[config.mk]
export PLATFORM = sky130hd
export DESIGN_NAME = vga_frame_reader
export DESIGN_NICKNAME = d
export VERILOG_FILES = /design/src/rtl/vga_frame_reader.sv
export SDC_FILE = /design/constraint.sdc
export NUM_CORES = 1
export LEC_CHECK = 0
export BUFFER_PORTS_ARGS = -buffer_cell sky130_fd_sc_hd__buf_2
export CAP_MARGIN = 20
export CORE_MARGIN = 1
export CORE_UTILIZATION = 40
export CTS_BUF_LIST = sky130_fd_sc_hd__clkbuf_16
export DETAILED_ROUTE_END_ITERATION = 8
export PLACE_DENSITY = 0.57
export REMOVE_ABC_BUFFERS = 1
export SYNTH_ARGS = -nofsm -noshare
export SYNTH_HDL_FRONTEND = slang
export SYNTH_SLANG_ARGS = --single-unit
[constraint.sdc]
create_clock -name clk -period 5.4 [get_ports clk]
set_input_delay 1.08 -clock clk [delete_from_list [all_inputs] [get_ports clk]]
set_output_delay 1.08 -clock clk [all_outputs]
set_load 0.02 [all_outputs]
[src/rtl/vga_frame_reader.sv]
// VGA raster timing plus framebuffer scan-out for the Julia-set renderer.
// Intensity is read in raster order, clamped, mapped to grayscale and kept aligned with sync/blank.
module vga_frame_reader #(
   parameter int H_ACTIVE      = 640,
   parameter int H_FP          = 16,
   parameter int H_SYNC        = 96,
   parameter int H_BP          = 48,
   parameter int V_ACTIVE      = 480,
   parameter int V_FP          = 10,
   parameter int V_SYNC        = 2,
   parameter int V_BP          = 33,
   parameter int RD_LATENCY    = 2,
   parameter int MAX_INTENSITY = 100,
   parameter int ADDR_W        = 19
) (
   input  logic              clk,
   input  logic              reset,
   input  logic              pix_en,
   output logic              fb_rd_en,
   output logic [ADDR_W-1:0] fb_rd_addr,
   input  logic [7:0]        fb_rd_data,
   input  logic              calc_done,
   output logic              frame_start,
   output logic [7:0]        vga_r,
   output logic [7:0]        vga_g,
   output logic [7:0]        vga_b,
   output logic              vga_hs,
   output logic              vga_vs,
   output logic              vga_blank_n
);

   localparam int H_TOTAL  = H_ACTIVE + H_FP + H_SYNC + H_BP;
   localparam int V_TOTAL  = V_ACTIVE + V_FP + V_SYNC + V_BP;
   localparam int HC_W     = $clog2(H_TOTAL);
   localparam int VC_W     = $clog2(V_TOTAL);
   localparam int HS_START = H_ACTIVE + H_FP;
   localparam int HS_END   = HS_START + H_SYNC - 1;
   localparam int VS_START = V_ACTIVE + V_FP;
   localparam int VS_END   = VS_START + V_SYNC - 1;

   // gray = min(raw, MAX) * 163 / 64 spreads 0..100 across 0..254
   function automatic logic [7:0] gray_map(input logic [7:0] raw);
      logic [7:0] clamped;
      clamped = (raw > 8'(MAX_INTENSITY)) ? 8'(MAX_INTENSITY) : raw;
      return 8'((16'(clamped) * 16'd163) >> 6);
   endfunction

   logic [HC_W-1:0]       h_cnt_r;
   logic [VC_W-1:0]       v_cnt_r;
   logic [ADDR_W-1:0]     fb_rd_addr_r;
   logic                  frame_valid_r;
   logic [RD_LATENCY-1:0] act_pipe_r;
   logic [RD_LATENCY-1:0] hs_pipe_r;
   logic [RD_LATENCY-1:0] vs_pipe_r;
   logic [7:0]            gray_r;
   logic                  vga_hs_r;
   logic                  vga_vs_r;
   logic                  vga_blank_n_r;
   logic                  frame_start_r;

   logic h_last_s;
   logic v_last_s;
   logic active_s;
   logic hs_raw_s;
   logic vs_raw_s;
   logic fs_set_s;

   // Decode the current raster position into raw timing signals
   always_comb begin
      h_last_s = (h_cnt_r == HC_W'(H_TOTAL - 1));
      v_last_s = (v_cnt_r == VC_W'(V_TOTAL - 1));
      active_s = (h_cnt_r < HC_W'(H_ACTIVE)) && (v_cnt_r < VC_W'(V_ACTIVE));
      hs_raw_s = (h_cnt_r >= HC_W'(HS_START)) && (h_cnt_r <= HC_W'(HS_END));
      vs_raw_s = (v_cnt_r >= VC_W'(VS_START)) && (v_cnt_r <= VC_W'(VS_END));
      fs_set_s = pix_en && h_last_s && (v_cnt_r == VC_W'(V_ACTIVE - 1));
   end

   // Raster counters, incremental read address and per-frame display enable
   always_ff @(posedge clk or posedge reset) begin
      if (reset) begin
         h_cnt_r       <= '0;
         v_cnt_r       <= '0;
         fb_rd_addr_r  <= '0;
         frame_valid_r <= 1'b0;
      end else if (pix_en) begin
         if (h_last_s) begin
            h_cnt_r <= '0;
            v_cnt_r <= v_last_s ? '0 : v_cnt_r + VC_W'(1);
         end else begin
            h_cnt_r <= h_cnt_r + HC_W'(1);
         end
         if (h_last_s && v_last_s) begin
            fb_rd_addr_r <= '0;
         end else if (active_s) begin
            fb_rd_addr_r <= fb_rd_addr_r + ADDR_W'(1);
         end
         // Latched only at (0,0) so a frame is never torn by a late calc_done
         if ((h_cnt_r == '0) && (v_cnt_r == '0)) begin
            frame_valid_r <= calc_done;
         end
      end
   end

   // Control delay line matching the framebuffer read latency
   always_ff @(posedge clk or posedge reset) begin
      if (reset) begin
         act_pipe_r <= '0;
         hs_pipe_r  <= '0;
         vs_pipe_r  <= '0;
      end else if (pix_en) begin
         act_pipe_r[0] <= active_s;
         hs_pipe_r[0]  <= hs_raw_s;
         vs_pipe_r[0]  <= vs_raw_s;
         for (int i = 1; i < RD_LATENCY; i++) begin
            act_pipe_r[i] <= act_pipe_r[i-1];
            hs_pipe_r[i]  <= hs_pipe_r[i-1];
            vs_pipe_r[i]  <= vs_pipe_r[i-1];
         end
      end
   end

   // Pin stage: colour is sampled together with the delayed controls
   always_ff @(posedge clk or posedge reset) begin
      if (reset) begin
         gray_r        <= 8'd0;
         vga_hs_r      <= 1'b1;
         vga_vs_r      <= 1'b1;
         vga_blank_n_r <= 1'b0;
      end else if (pix_en) begin
         vga_hs_r      <= ~hs_pipe_r[RD_LATENCY-1];
         vga_vs_r      <= ~vs_pipe_r[RD_LATENCY-1];
         vga_blank_n_r <= act_pipe_r[RD_LATENCY-1];
         gray_r        <= (act_pipe_r[RD_LATENCY-1] && frame_valid_r) ? gray_map(fb_rd_data) : 8'd0;
      end
   end

   // One-clk start-of-vblank pulse, not delayed by the read pipeline
   always_ff @(posedge clk or posedge reset) begin
      if (reset) begin
         frame_start_r <= 1'b0;
      end else begin
         frame_start_r <= fs_set_s;
      end
   end

   assign fb_rd_en    = pix_en;
   assign fb_rd_addr  = fb_rd_addr_r;
   assign frame_start = frame_start_r;
   assign vga_r       = gray_r;
   assign vga_g       = gray_r;
   assign vga_b       = gray_r;
   assign vga_hs      = vga_hs_r;
   assign vga_vs      = vga_vs_r;
   assign vga_blank_n = vga_blank_n_r;

endmodule

After elaboration in Yosys (flattened, before gate mapping):

Index checks and enable logic that the tools add are counted.

* register bits: 58
* input port bits: 12
* output and inout bits: 48
* word-level logic and storage cells: 48

* order comparisons: 7
* add/subtract/negate cells: 3
* multiply operators: 1
* equality and inequality tests: 3
* muxes and demuxes: 6
* bitwise logic cells: 2
* reductions and logical operators: 14

Operator list (count)
* 2-to-1 mux 19 bit: 2
* adder 10 x 1 -> 10 bit (second input constant): 2
* == test 10 bit (second input constant): 2
* logical NOT 10 bit: 2
* 2-to-1 mux 10 bit: 2
* adder 19 x 1 -> 19 bit (second input constant): 1
* 2-to-1 mux 8 bit: 2
* multiplier 8 x 8 -> 14 bit (second input constant): 1
* == test 10 x 9 -> 1 bit (second input constant): 1
* greater-or-equal comparator 10 bit (second input constant): 1
* greater-or-equal comparator 10 x 9 -> 1 bit (second input constant): 1
* <= comparator 10 bit (second input constant): 1
* <= comparator 10 x 9 -> 1 bit (second input constant): 1
* less-than comparator 10 bit (second input constant): 1
* less-than comparator 10 x 9 -> 1 bit (second input constant): 1
* greater-than comparator 8 x 7 -> 1 bit (second input constant): 1
* logical AND 1 bit: 8
* AND reduction 2 bit: 3
* inverter 1 bit: 2
* nonzero test 2 bit: 1

Depth between registers and ports, before layout:

Gate-level depths: netlist of run 1.

* depth after elaboration: 4
* mapped depth: 16
* depth with buffers taken out: 16

Worst setup path before layout of run 1:

No wires, ideal clock.

* path type: input port to flip-flop
* from: input port fb_rd_data[4]
* to: register gray_r[6], in the netlist vga_b[6]
* stages on the path: 15
* arrival time: 4.158 ns
* path slack: 1.105 ns
* buffers on the path: 0
* library setup time: 0.137 ns
* required time: 5.263 ns
* cell sequence: o311ai_0 -> and3_1 -> ha_1 -> ha_1 -> ha_1 -> inv_1 -> fa_1 -> inv_1 -> ha_1 -> a21oi_1 -> and3_1 -> o21a_1 -> o31ai_1 -> xnor2_1 -> o22ai_1

* longest elaborated chain between the ends: 4

Ends and longest elaborated chain
* from (decl): RTL line 21 `input logic [7:0] fb_rd_data,`
* greater-than comparator 8 x 7 -> 1 bit: RTL line 44 `clamped = (raw > 8'(MAX_INTENSITY)) ? 8'(MAX_INTENSITY) : raw;`
* 2-to-1 mux 8 bit (*): RTL line 44
* multiplier 8 x 8 -> 14 bit (*): RTL line 45 `return 8'((16'(clamped) * 16'd163) >> 6);`
* 2-to-1 mux 8 bit (*): RTL line 133 `gray_r <= (act_pipe_r[RD_LATENCY-1] && frame_valid_r) ? gray_map(fb_rd_data) : 8'd0;`
* to (signal assigned): RTL line 133
* to (decl): RTL line 55 `logic [7:0] gray_r;`

Mark *: on every way between the ends. The rest lies on a longest branch, timed or not.
A chain may end at the register's enable or synchronous reset.

Worst setup path after layout of run 1:

* from: input port fb_rd_data[2]
* to: register gray_r[7], in the netlist vga_b[7]

The elaborated chain is that of the path after synthesis.

==> results of run 1 <==
[synthesized netlist by cell type (all sizes together) (3+ instances only)]
cell type / count / area (um2)
nand3: 20 / 100.1
nor4: 6 / 37.54
xnor2: 15 / 131.4
and3: 14 / 92.59
nor3: 3 / 26.28
nand2b: 4 / 25.02
nand2: 26 / 97.59
o31ai: 3 / 22.52
and4: 5 / 45.04
mux2: 5 / 56.30
o21ai: 17 / 96.35
dfrtp: 56 / 1401
nand4: 8 / 50.05
xor2: 24 / 210.2
o211ai: 3 / 22.52
or3: 4 / 30.03
or2: 3 / 18.77
buf: 20 / 151.4
nand4b: 3 / 26.28
inv: 37 / 138.9
ha: 45 / 563.0
clkbuf: 6 / 32.53
nor2: 28 / 112.6
a21oi: 8 / 40.04
mux2i: 4 / 40.04
fa: 3 / 60.06
o22ai: 8 / 50.05
[stage by stage]
| step | hold WS [ns] | utilization [%] | instances | power [mW] |
|---|---|---|---|---|
| 2_1_floorplan | 0.3875 | - | 375 | 0.8024 |
| 3_3_place_gp | 0.4018 | 44.82 | 565 | 0.9071 |
| 3_5_place_dp | 0.4143 | 44.82 | 565 | 0.9163 |
| 4_1_cts | 0.4053 | 48.38 | 581 | 1.565 |
| 5_1_grt | 0.4377 | 48.44 | 582 | 1.634 |
| 6_report | 0.4005 | 48.44 | 582 | 1.541 |
[flip-flops by register name (all words and copies together) (netlist names)]
signal / cells
h_cnt_r: 10
v_cnt_r: 10
frame_start: 1
act_pipe_r: 2
frame_valid_r: 1
vga_blank_n: 1
vga_vs: 1
fb_rd_addr: 19
vga_hs: 1
hs_pipe_r: 2
vga_b: 8
vs_pipe_r: 2
[cells by family (layout without fill, tap and decap cells)]
kind of cell	count (synthesis)	in the layout
buf+inv	63	115
fa+ha+maj	48	48
compound gates	49	49
mux	9	9
other cells	1	3
xor+xnor	39	39
flops	58	58
simple gates	132	132
[metal layers]
metal,vias to the layer above,wire length (um),GRT usage (%)
met3,8,269,3.329
met1,1394,3779,22.23
met4,0,90,6.800
li1,1468,-,-
met5,-,0,0
met2,65,3375,23.87
[area by class of cell]
type                       instances  area share, %
clock inverter                     7          2.382
sequential                        58          32.18
multi-input combinational        280          46.83
clock buffer                       9          4.985
tap                              129          3.572
inverter                          37          3.074
timing repair buffer              62          6.979
[critical path, delay by kind of cell]
family | cells | cell delay, ns
adder cells (fa/ha/maj) | 5 | 1.48
AO/OA/AOI/OAI | 4 | 1.42
buffers and inverters | 3 | 0.29
AND/OR/NAND/NOR | 2 | 0.45
[power groups by stage]
stage               registers [mW]  clock network [mW]  logic, mW
finish                       0.540               0.635      0.365
global route                 0.550               0.671      0.413
CTS                          0.542               0.654      0.370
detailed placement           0.548                   0      0.368
global placement             0.547                   0      0.360
floorplan                    0.588                   0      0.215
[placed cells by master, fill, tap and decap left out, types with 4 or more instances in the layout]
cell type   n
buf_2      59
and4_1      4
nor4_1      6
clkbuf_16   9
nand2_1    26
a21oi_1     8
xor2_1     24
nand3_1    20
o21ai_0    16
ha_1       45
nand4_1     8
and3_1     10
mux2_2      5
dfrtp_1    56
nor2_1     25
inv_1      36
o22ai_1     8
nand2b_1    4
xnor2_1    15
and3_2      4
mux2i_1     4
[worst max-delay path by stage]
stage | depth (start not counted) | from | end
6_report | 14 | fb_rd_data[2] | vga_b[7]
4_1_cts | 14 | fb_rd_data[2] | vga_b[7]
2_1_floorplan | 15 | fb_rd_data[4] | vga_b[6]
3_5_place_dp | 14 | fb_rd_data[2] | vga_b[7]
3_3_place_gp | 16 | fb_rd_data[2] | vga_b[7]
5_1_grt | 16 | fb_rd_data[2] | vga_b[7]
==> impl_metrics.py, run 1 <==
metrics = {
    "power": {
        "p_per_area_nw_per_um2": 341.0,
        "clock_power_share_pct": 41.2,
        "ir_drop_v": 0.0001818,
        "p_int_mw": 1.077,
        "p_switching_mw": 0.4639,
        "combPwrFrac_pct": 23.7,
        "power_frac_seq_pct": 35.1,
        "leakage_nw": 2.292,
        "swShare_pct": 30.11,
    },
    "synth": {
        "synth_simple_gate_area_share_pct": 18.74,
        "yosys.area_share.adder_pct": 16.04,
        "async_flop_share_pct": 100.0,
        "synth_compound_area_share_pct": 8.116,
        "synth_top_family_by_area": "simple AND/OR/NAND/NOR gates",
        "synth_area_um2": 3885,
        "ys_types": 51,
        "yosysWarnings": 0,
        "synthCells": 399,
        "synth-seq-cells": 58,
        "avgSynthCellArea_um2": 9.737,
        "seq_area_frac_synth_pct": 37.42,
        "synthFlopType": "dfrtp_1",
        "synth_edf_count": 0,
        "synth_mux_area_share_pct": 2.480,
        "yosys.area_share.xor_xnor_pct": 8.792,
    },
    "timing": {
        "finalCritPeriodShare_pct": 83.87,
        "setup_viol": 0,
        "hold_viol_final": 0,
        "post-route-min-period_ns": 4.529,
        "fmax_mhz": 220.8,
        "slew_headroom_pct": 51.47,
        "fin_skew_ns": 0.007908,
        "grt_setup_unrepaired": "false",
        "tns_ns": 0,
        "worstMarginPinSlew_ns": 0.7279,
        "slew_viol_final": 0,
        "setup_slack_ns": 0.8709,
    },
    "worst_hold_path": {
        "hold_path_end": "vga_vs",
        "min_from": "vs_pipe_r[1]",
        "hold_class": "register to register",
        "whs_path_depth": 1,
    },
    "setup_path": {
        "critPathCaptureType": "register",
        "ff2ff_path_depth": 6,
        "arrival_ns": 4.72,
        "r2r_start": "h_cnt_r[5]",
        "cp-start-kind": "primary input",
        "reg2reg_to": "fb_rd_addr[18]",
        "crit_top_cell": "ha_1",
        "crit_type": "primary input to register",
        "path_cells": "buf_2 > o311ai_0 > and3_1 > ha_1 > ha_1 > ha_1 > inv_1 > fa_1 > inv_1 > ha_1 > o21a_1 > o22ai_1 > nor4_1 > o311ai_0",
        "required_ns": 5.59,
        "worstPathMaxFanout": 5,
        "crit_path_top_delay_cell": "o311ai_0",
        "regToRegSetupSlack_ns": 3.12,
        "critPathMaxStageDelay_ns": 0.60,
    },
    "cts": {
        "postCtsHoldBufs": 0,
        "clock_latency_ns": 0.32,
        "root_buffer": "clkbuf_16",
        "h-tree-depth": 3,
        "cts_tree": "done",
        "clkTransAtPathRegs_ns": 0.05,
        "cts_sinks": 58,
        "post_cts_resized": 0,
        "cts_max_path_buffers": 2,
        "cts_buffers": 9,
        "postCtsSetupBuffers": 0,
    },
    "global_routing": {
        "grt_overflow": 0,
        "grt_max_degree": 59,
        "grt_pass1_vias": 2607,
        "grtUsageTotal_pct": 15.92,
        "grt_pass1_wl_um": 12450,
        "antenna_found_initial": 0,
    },
    "drt": {
        "wl_per_cell_um": 12.91,
        "vias": 2935,
        "drc_errors": 0,
        "drtAntennaViolNets": 0,
        "drtIter0Drc": 79,
        "first_pass_iters": 4,
        "via_per_inst": 5.043,
        "wl_um": 7515,
    },
    "run": {
        "drv_cap": 0,
    },
    "floorplan": {
        "start_util_pct": 41.65,
        "core-area_um2": 9328,
        "fp.dieH_um": 100.6,
        "io_pins": 60,
        "row_count": 35,
        "fp.dieW_um": 100.6,
        "dieArea_um2": 10110,
    },
    "cells_and_area": {
        "final_nets": 508,
        "multi_input_area_um2": 2116,
        "stdcell_area_um2": 4518,
        "seqCellArea_um2": 1454,
        "antenna_cells": 0,
        "fillCellCount": 905,
        "layout-drive-gt1-share_pct": 23.18,
        "syn_to_final_growth_pct": 16.30,
    },
    "placed_design": {
        "dpl_cell_area_um2": 4180,
        "dpl.hpwl_um": 5668,
        "dp_worst_setup_slack_ns": 0.5498,
        "place_congestion": 0.8050,
        "port_buffers": 59,
    },
    "outcome": {
        "status": "finished clean",
    },
}
(Power assumes the default switching activity.)
==> run 2: changes to the inputs <==
Settings changed: ABC_AREA set to 1, PLACE_DENSITY 0.57 to 0.58.
Clock period 5.4 ns to 3.65 ns, I/O delays scaled along.
==> run 2 against run 1 <==
Critical path depth grew 6. Clock power increased by 25%. Register-to-register slack got worse by 1.5 ns. Setup slack got worse by 0.74 ns. Synthesized area grew 13%. Via count rose by 29%. Utilization is 3.8 points higher. Synthesized cell count grew 36%. Sequential power grew 35%. Critical endpoint unchanged. Largest cell class unchanged.
==> impl_metrics.py, run 2 <==
metrics = {
    "setup_path": {
        "regToRegSetupSlack_ns": 1.59,
        "cp-start-kind": "primary input",
        "critPathMaxStageDelay_ns": 0.35,
        "crit_type": "primary input to register",
        "crit_path_top_delay_cell": "ha_1",
        "r2r_start": "fb_rd_addr[0]",
        "path_cells": "buf_2 > nand2_1 > inv_1 > or2_4 > nand2_4 > inv_4 > or2_2 > ha_1 > ha_1 > ha_1 > ha_1 > ha_4 > inv_2 > buf_4 > o21bai_1 > a21oi_2 > nand2_1 > nand2_1 > nand3_1 > nand2_1",
        "ff2ff_path_depth": 8,
        "arrival_ns": 3.72,
        "critPathCaptureType": "register",
        "worstPathMaxFanout": 5,
        "reg2reg_to": "fb_rd_addr[16]",
        "required_ns": 3.86,
    },
    "power": {
        "leakage_nw": 2.831,
        "ir_drop_v": 0.0002236,
        "swShare_pct": 31.09,
        "p_per_area_nw_per_um2": 396.5,
        "p_switching_mw": 0.6762,
        "power_frac_seq_pct": 33.4,
        "combPwrFrac_pct": 30.1,
        "p_int_mw": 1.499,
        "p_total_mw": 2.175,
        "clock_power_share_pct": 36.4,
    },
    "floorplan": {
        "row_count": 37,
        "io_pins": 60,
        "start_util_pct": 41.93,
        "core-area_um2": 10510,
        "fp.dieH_um": 107.0,
        "fp.dieW_um": 107.0,
        "dieArea_um2": 11440,
    },
    "drt": {
        "wl_um": 10120,
        "vias": 3796,
        "wl_per_cell_um": 13.28,
        "drtAntennaViolNets": 0,
        "first_pass_iters": 5,
        "drc_errors": 0,
        "drtIter0Drc": 230,
        "via_per_inst": 4.982,
    },
    "synth": {
        "synth_commonest_cells": "nand2_1 (101), inv_1 (80), dfrtp_1 (56)",
        "yosys.area.top_type": "dfrtp_1",
        "avgSynthCellArea_um2": 8.130,
        "synth-seq-cells": 58,
        "seq_area_frac_synth_pct": 32.99,
        "synthCells": 542,
        "ys_types": 48,
        "async_flop_share_pct": 100.0,
        "synthFlopType": "dfrtp_1",
        "yosys-top-cells-area": "dfrtp_1 (32%), ha_1 (13%), nand2_1 (8.6%)",
        "synth_area_um2": 4407,
        "synth_top_area_share_pct": 31.80,
        "synth_edf_count": 0,
        "yosysWarnings": 0,
        "synthMostInstantiatedCell": "nand2_1",
    },
    "cells_and_area": {
        "final_common_cell": "nand2_1",
        "seqCellArea_um2": 1454,
        "post-route-util_pct": 52.20,
        "final_cells": 762,
        "syn_to_final_growth_pct": 24.47,
        "layout.cells.most_common_list": "nand2_1 (95), inv_1 (78), buf_2 (59)",
        "final_nets": 681,
        "multi_input_area_um2": 2740,
        "antenna_cells": 0,
        "layout-drive-gt1-share_pct": 29.23,
        "fillCellCount": 961,
        "largest_reg_flops": 19,
    },
    "cts": {
        "cts_tree": "done",
        "clkTransAtPathRegs_ns": 0.05,
        "clock_latency_ns": 0.32,
        "cts_max_path_buffers": 2,
        "root_buffer": "clkbuf_16",
        "cts_buffers": 9,
        "h-tree-depth": 3,
        "cts_sinks": 58,
    },
    "outcome": {
        "status": "finished clean",
    },
    "timing": {
        "slew_viol_final": 0,
        "worstMarginPinSlew_ns": 0.7622,
        "slew_headroom_pct": 49.13,
        "setup_viol": 0,
        "fmax_mhz": 284.5,
        "post-route-min-period_ns": 3.515,
        "setup_slack_ns": 0.1354,
        "finalCritPeriodShare_pct": 96.29,
        "hold_viol_final": 0,
        "worst_hold_slack_ns": 0.3146,
        "fin_skew_ns": 0.008485,
    },
    "run": {
        "drv_cap": 0,
    },
    "global_routing": {
        "grt_pass1_wl_um": 16690,
        "grtUsageTotal_pct": 18.35,
        "grt_pass1_vias": 3609,
        "grt_overflow": 0,
        "antenna_found_initial": 0,
        "grt_max_degree": 50,
    },
    "placed_design": {
        "dpl.hpwl_um": 7542,
        "port_buffers": 59,
        "dp_cells": 745,
        "place_congestion": 0.8748,
        "dp_worst_setup_slack_ns": -0.4213,
    },
    "worst_hold_path": {
        "hold_class": "primary input to asynchronous set/reset pin",
    },
}
[run 2: changes by cell type in the layout (fill, tap and decap cells not counted), sizes merged, moves of 10 or more]
| cell | change |
|---|---|
| nor2 | +10 |
| nand3 | +30 |
| o21ai | +12 |
| inv | +47 |
| nor3 | +23 |
| and3 | -14 |
| a21oi | +13 |
| xnor2 | -10 |
| buf | +29 |
| nand2 | +83 |
[run 2: final cells by class]
class / count / area share, %
sequential: 58 / 26.51
inverter: 82 / 5.657
clock inverter: 7 / 0.9808
multi-input combinational: 380 / 49.95
timing repair buffer: 90 / 9.694
clock buffer: 9 / 4.106
tap: 136 / 3.102
[run 2: cells by family (layout without fill, tap and decap cells)]
| group | count (synthesis) | after routing | share of synthesized area (%) |
|---|---|---|---|
| AOI/OAI and AO/OA | 61 | 61 | 8.149 |
| xor gates and xnor gates | 21 | 21 | 4.174 |
| adders and majority gates | 48 | 48 | 14.14 |
| buffers and inverters | 106 | 188 | 11.41 |
| DFF | 58 | 58 | 32.99 |
| muxes | 1 | 1 | 0.2272 |
| other | 1 | 3 | 0.08510 |
| and+or+nand+nor | 246 | 246 | 28.82 |
[run 2: how the worst max path moves through the flow]
stage               cells after the start  slack [ns]           from       end
floorplan                              18       -0.20  fb_rd_data[5]  vga_b[5]
CTS                                    21       0.001  fb_rd_data[5]  vga_b[7]
detailed placement                     18       -0.42  fb_rd_data[5]  vga_b[7]
global placement                       19       -0.37  fb_rd_data[5]  vga_b[6]
finish                                 20        0.14  fb_rd_data[5]  vga_b[7]
global route                           20       -0.02  fb_rd_data[5]  vga_b[7]
[run 2: timing repair]
action | CTS | global route
endpoints found under the setup margin | 4 | 6
resized for setup | 12 | 35
pin swaps | 4 | 10
hold buffers | 0 | 0
setup buffers | 0 | 1
[run 2: per-stage QoR]
step                setup TNS, ns  instance area [um2]
floorplan                 -0.6638                 4219
global placement           -1.754                 4910
detailed placement         -2.197                 4910
CTS                             0                 5265
global route             -0.04364                 5485
finish                          0                 5485
[run 2: metal layers]
layer	wire length, um	vias up	track usage [%]
met3	402	18	3.222
li1	-	1920	-
met5	0	-	0
met2	4874	97	30.41
met1	4681	1761	24.09
met4	163	0	6.262
[run 2: power by group through the flow]
stage	combinational, mW	clock (mW)	sequential, mW
after floorplan	0.344	0	0.732
after global placement	0.516	0	0.736
after detailed placement	0.523	0	0.738
after CTS	0.573	0.804	0.727
after global routing	0.742	0.833	0.733
final	0.656	0.793	0.727
[run 2: worst max-delay path, delay by kind of cell]
kind | cells | cell delay, ns
buffers and inverters | 5 | 0.39
and+or+nand+nor | 8 | 0.92
AOI/OAI and AO/OA | 2 | 0.25
adders and majority gates | 5 | 1.44
==> run 3: changes to the inputs <==
Settings changed: CELL_PAD_IN_SITES_DETAIL_PLACEMENT set to 0, CELL_PAD_IN_SITES_GLOBAL_PLACEMENT set to 1, PLACE_DENSITY 0.58 to 0.72.
Clock period 3.65 ns to 3.3 ns, I/O delays scaled along.
==> run 3 against run 2 <==
The flow now finishes with violations (negative setup slack). Critical path depth up 2. Register-to-register slack worse by 0.30 ns. Global-route usage up 0.92 points. Clock skew about the same.
==> impl_metrics.py, run 3 (synthesized netlist as in run 2, its figures left out) <==
metrics = {
    "outcome": {
        "status": "finished with violations",
        "violations": "negative setup slack",
    },
    "setup_path": {
        "crit_type": "primary input to register",
        "reg2reg_to": "fb_rd_addr[16]",
        "worstPathMaxFanout": 5,
        "regToRegSetupSlack_ns": 1.29,
        "endpoint": "vga_b[6]",
        "ff2ff_path_depth": 8,
        "worstSetupStartpoint": "fb_rd_data[6]",
        "critPathCaptureType": "register",
        "r2r_start": "fb_rd_addr[0]",
        "required_ns": 3.51,
        "cp-start-kind": "primary input",
        "arrival_ns": 3.62,
    },
    "timing": {
        "hold_viol_final": 0,
        "slew_headroom_pct": 55.04,
        "fmax_mhz": 293.1,
        "worstMarginPinSlew_ns": 0.6744,
        "post-route-min-period_ns": 3.412,
        "slew_viol_final": 0,
        "worst_hold_slack_ns": 0.3608,
        "setup_slack_ns": -0.1124,
        "fin_skew_ns": 0.008829,
        "finalCritPeriodShare_pct": 103.4,
        "setup_viol": 6,
        "grt_setup_unrepaired": "true",
    },
    "drt": {
        "first_pass_iters": 5,
        "wl_um": 10470,
        "drtIter0Drc": 173,
        "via_per_inst": 4.912,
        "wl_per_cell_um": 13.57,
        "drc_errors": 0,
        "vias": 3792,
        "drtAntennaViolNets": 0,
    },
    "floorplan": {
        "fp.dieH_um": 107.0,
        "dieArea_um2": 11440,
        "row_count": 37,
        "io_pins": 60,
        "fp.dieW_um": 107.0,
        "start_util_pct": 41.93,
        "core-area_um2": 10510,
    },
    "global_routing": {
        "grt_overflow": 0,
        "grtUsageTotal_pct": 19.27,
        "grt_max_degree": 25,
        "antenna_found_initial": 0,
        "grt_pass1_wl_um": 17340,
        "grt_pass1_vias": 3647,
    },
    "placed_design": {
        "place_congestion": 0.8343,
        "port_buffers": 59,
        "dp_cells": 750,
        "dpl_cell_area_um2": 4947,
        "dpl.hpwl_um": 7703,
    },
    "power": {
        "leakage_nw": 2.909,
        "swShare_pct": 31.25,
        "p_int_mw": 1.829,
        "p_switching_mw": 0.8315,
        "p_per_area_nw_per_um2": 461.3,
        "clock_power_share_pct": 37.2,
        "power_frac_seq_pct": 30.3,
        "combPwrFrac_pct": 32.5,
        "ir_drop_v": 0.0003338,
        "p_total_mw": 2.661,
    },
    "cells_and_area": {
        "final_common_cell": "nand2_1",
        "final_cells": 772,
        "stdcell_area_um2": 5768,
        "multi_input_area_um2": 2880,
        "post-route-util_pct": 54.89,
        "syn_to_final_growth_pct": 30.89,
        "antenna_cells": 0,
        "seqCellArea_um2": 1454,
        "layout-drive-gt1-share_pct": 34.43,
        "fillCellCount": 959,
        "final_nets": 691,
        "layout.cells.most_common_list": "nand2_1 (91), inv_1 (73), dfrtp_1 (56), buf_2 (56), buf_4 (38)",
        "largest_reg_flops": 19,
    },
    "cts": {
        "postCtsHoldBufs": 0,
        "cts_buffers": 9,
        "h-tree-depth": 3,
        "cts_tree": "done",
        "cts_max_path_buffers": 2,
        "cts_sinks": 58,
        "clkTransAtPathRegs_ns": 0.06,
        "root_buffer": "clkbuf_16",
        "clock_latency_ns": 0.33,
    },
    "run": {
        "drv_cap": 0,
    },
    "worst_hold_path": {
        "hold_class": "primary input to asynchronous set/reset pin",
    },
}
run 3: cell types whose count changed in the layout (fill, tap and decap cells not counted), moves of 4 or more:
cell     delta
ha_4        +5
inv_1       -5
buf_6       +5
o21ai_2     +4
ha_1        -5
nand2_1     -4
buf_4       +8
run 3: worst min path at each step:
stage / start / endpoint / slack [ns]
after floorplan: hs_pipe_r[1] / vga_hs / 0.41
after global placement: hs_pipe_r[1] / vga_hs / 0.41
after detailed placement: hs_pipe_r[1] / vga_hs / 0.42
after CTS: reset / fb_rd_addr[18] / 0.39
after global routing: reset / fb_rd_addr[18] / 0.41
final: reset / fb_rd_addr[18] / 0.36
run 3: per-stage QoR:
step	worst slack (ns)	setup TNS, ns
final	-0.1124	-0.4153
after global routing	-0.2905	-1.305
after CTS	-0.1548	-0.5796
after detailed placement	-0.7111	-4.568
after global placement	-0.6475	-3.971
after floorplan	-0.4820	-2.245
run 3: repair_timing:
item,CTS,global route
endpoints found under the setup margin,7,8
pin swaps,23,30
gates cloned,0,0
gates resized for setup,40,43
buffers inserted,5,2
run 3: metal layers:
metal / vias to the layer above / GRT usage (%) / wire, um
met1: 1768 / 25.30 / 4913
met2: 64 / 32.30 / 5094
met4: 0 / 5.577 / 177
met5: - / 0 / 0
met3: 17 / 3.465 / 289
li1: 1943 / - / -
run 3: power by group through the flow:
stage,Clock [mW],Combinational (mW),Sequential (mW)
final,0.990,0.866,0.805
after global routing,1.05,0.962,0.811
after CTS,1.01,0.711,0.805
after detailed placement,0,0.601,0.817
after global placement,0,0.592,0.814
after floorplan,0,0.381,0.810
run 3: cell type report:
cell class | instances | area share, %
sequential | 58 | 25.21
timing repair buffer | 100 | 10.98
clock inverter | 7 | 1.605
tap | 136 | 2.950
inverter | 82 | 5.423
multi-input combinational | 380 | 49.93
clock buffer | 9 | 3.905
run 3: critical path, stage by stage:
cell	delay, ns
buf_6	0.09
nand2_2	0.06
inv_2	0.03
or2_4	0.23
nand2_4	0.10
inv_6	0.05
nor2_4	0.11
ha_4	0.22
ha_4	0.26
ha_4	0.12
inv_2	0.03
fa_1	0.56
inv_2	0.05
ha_4	0.29
nand2_4	0.06
nor3_2	0.18
buf_4	0.14
nand4_1	0.12
nand2_1	0.10
nand2_1	0.05
nand3_1	0.06
nand2_1	0.05
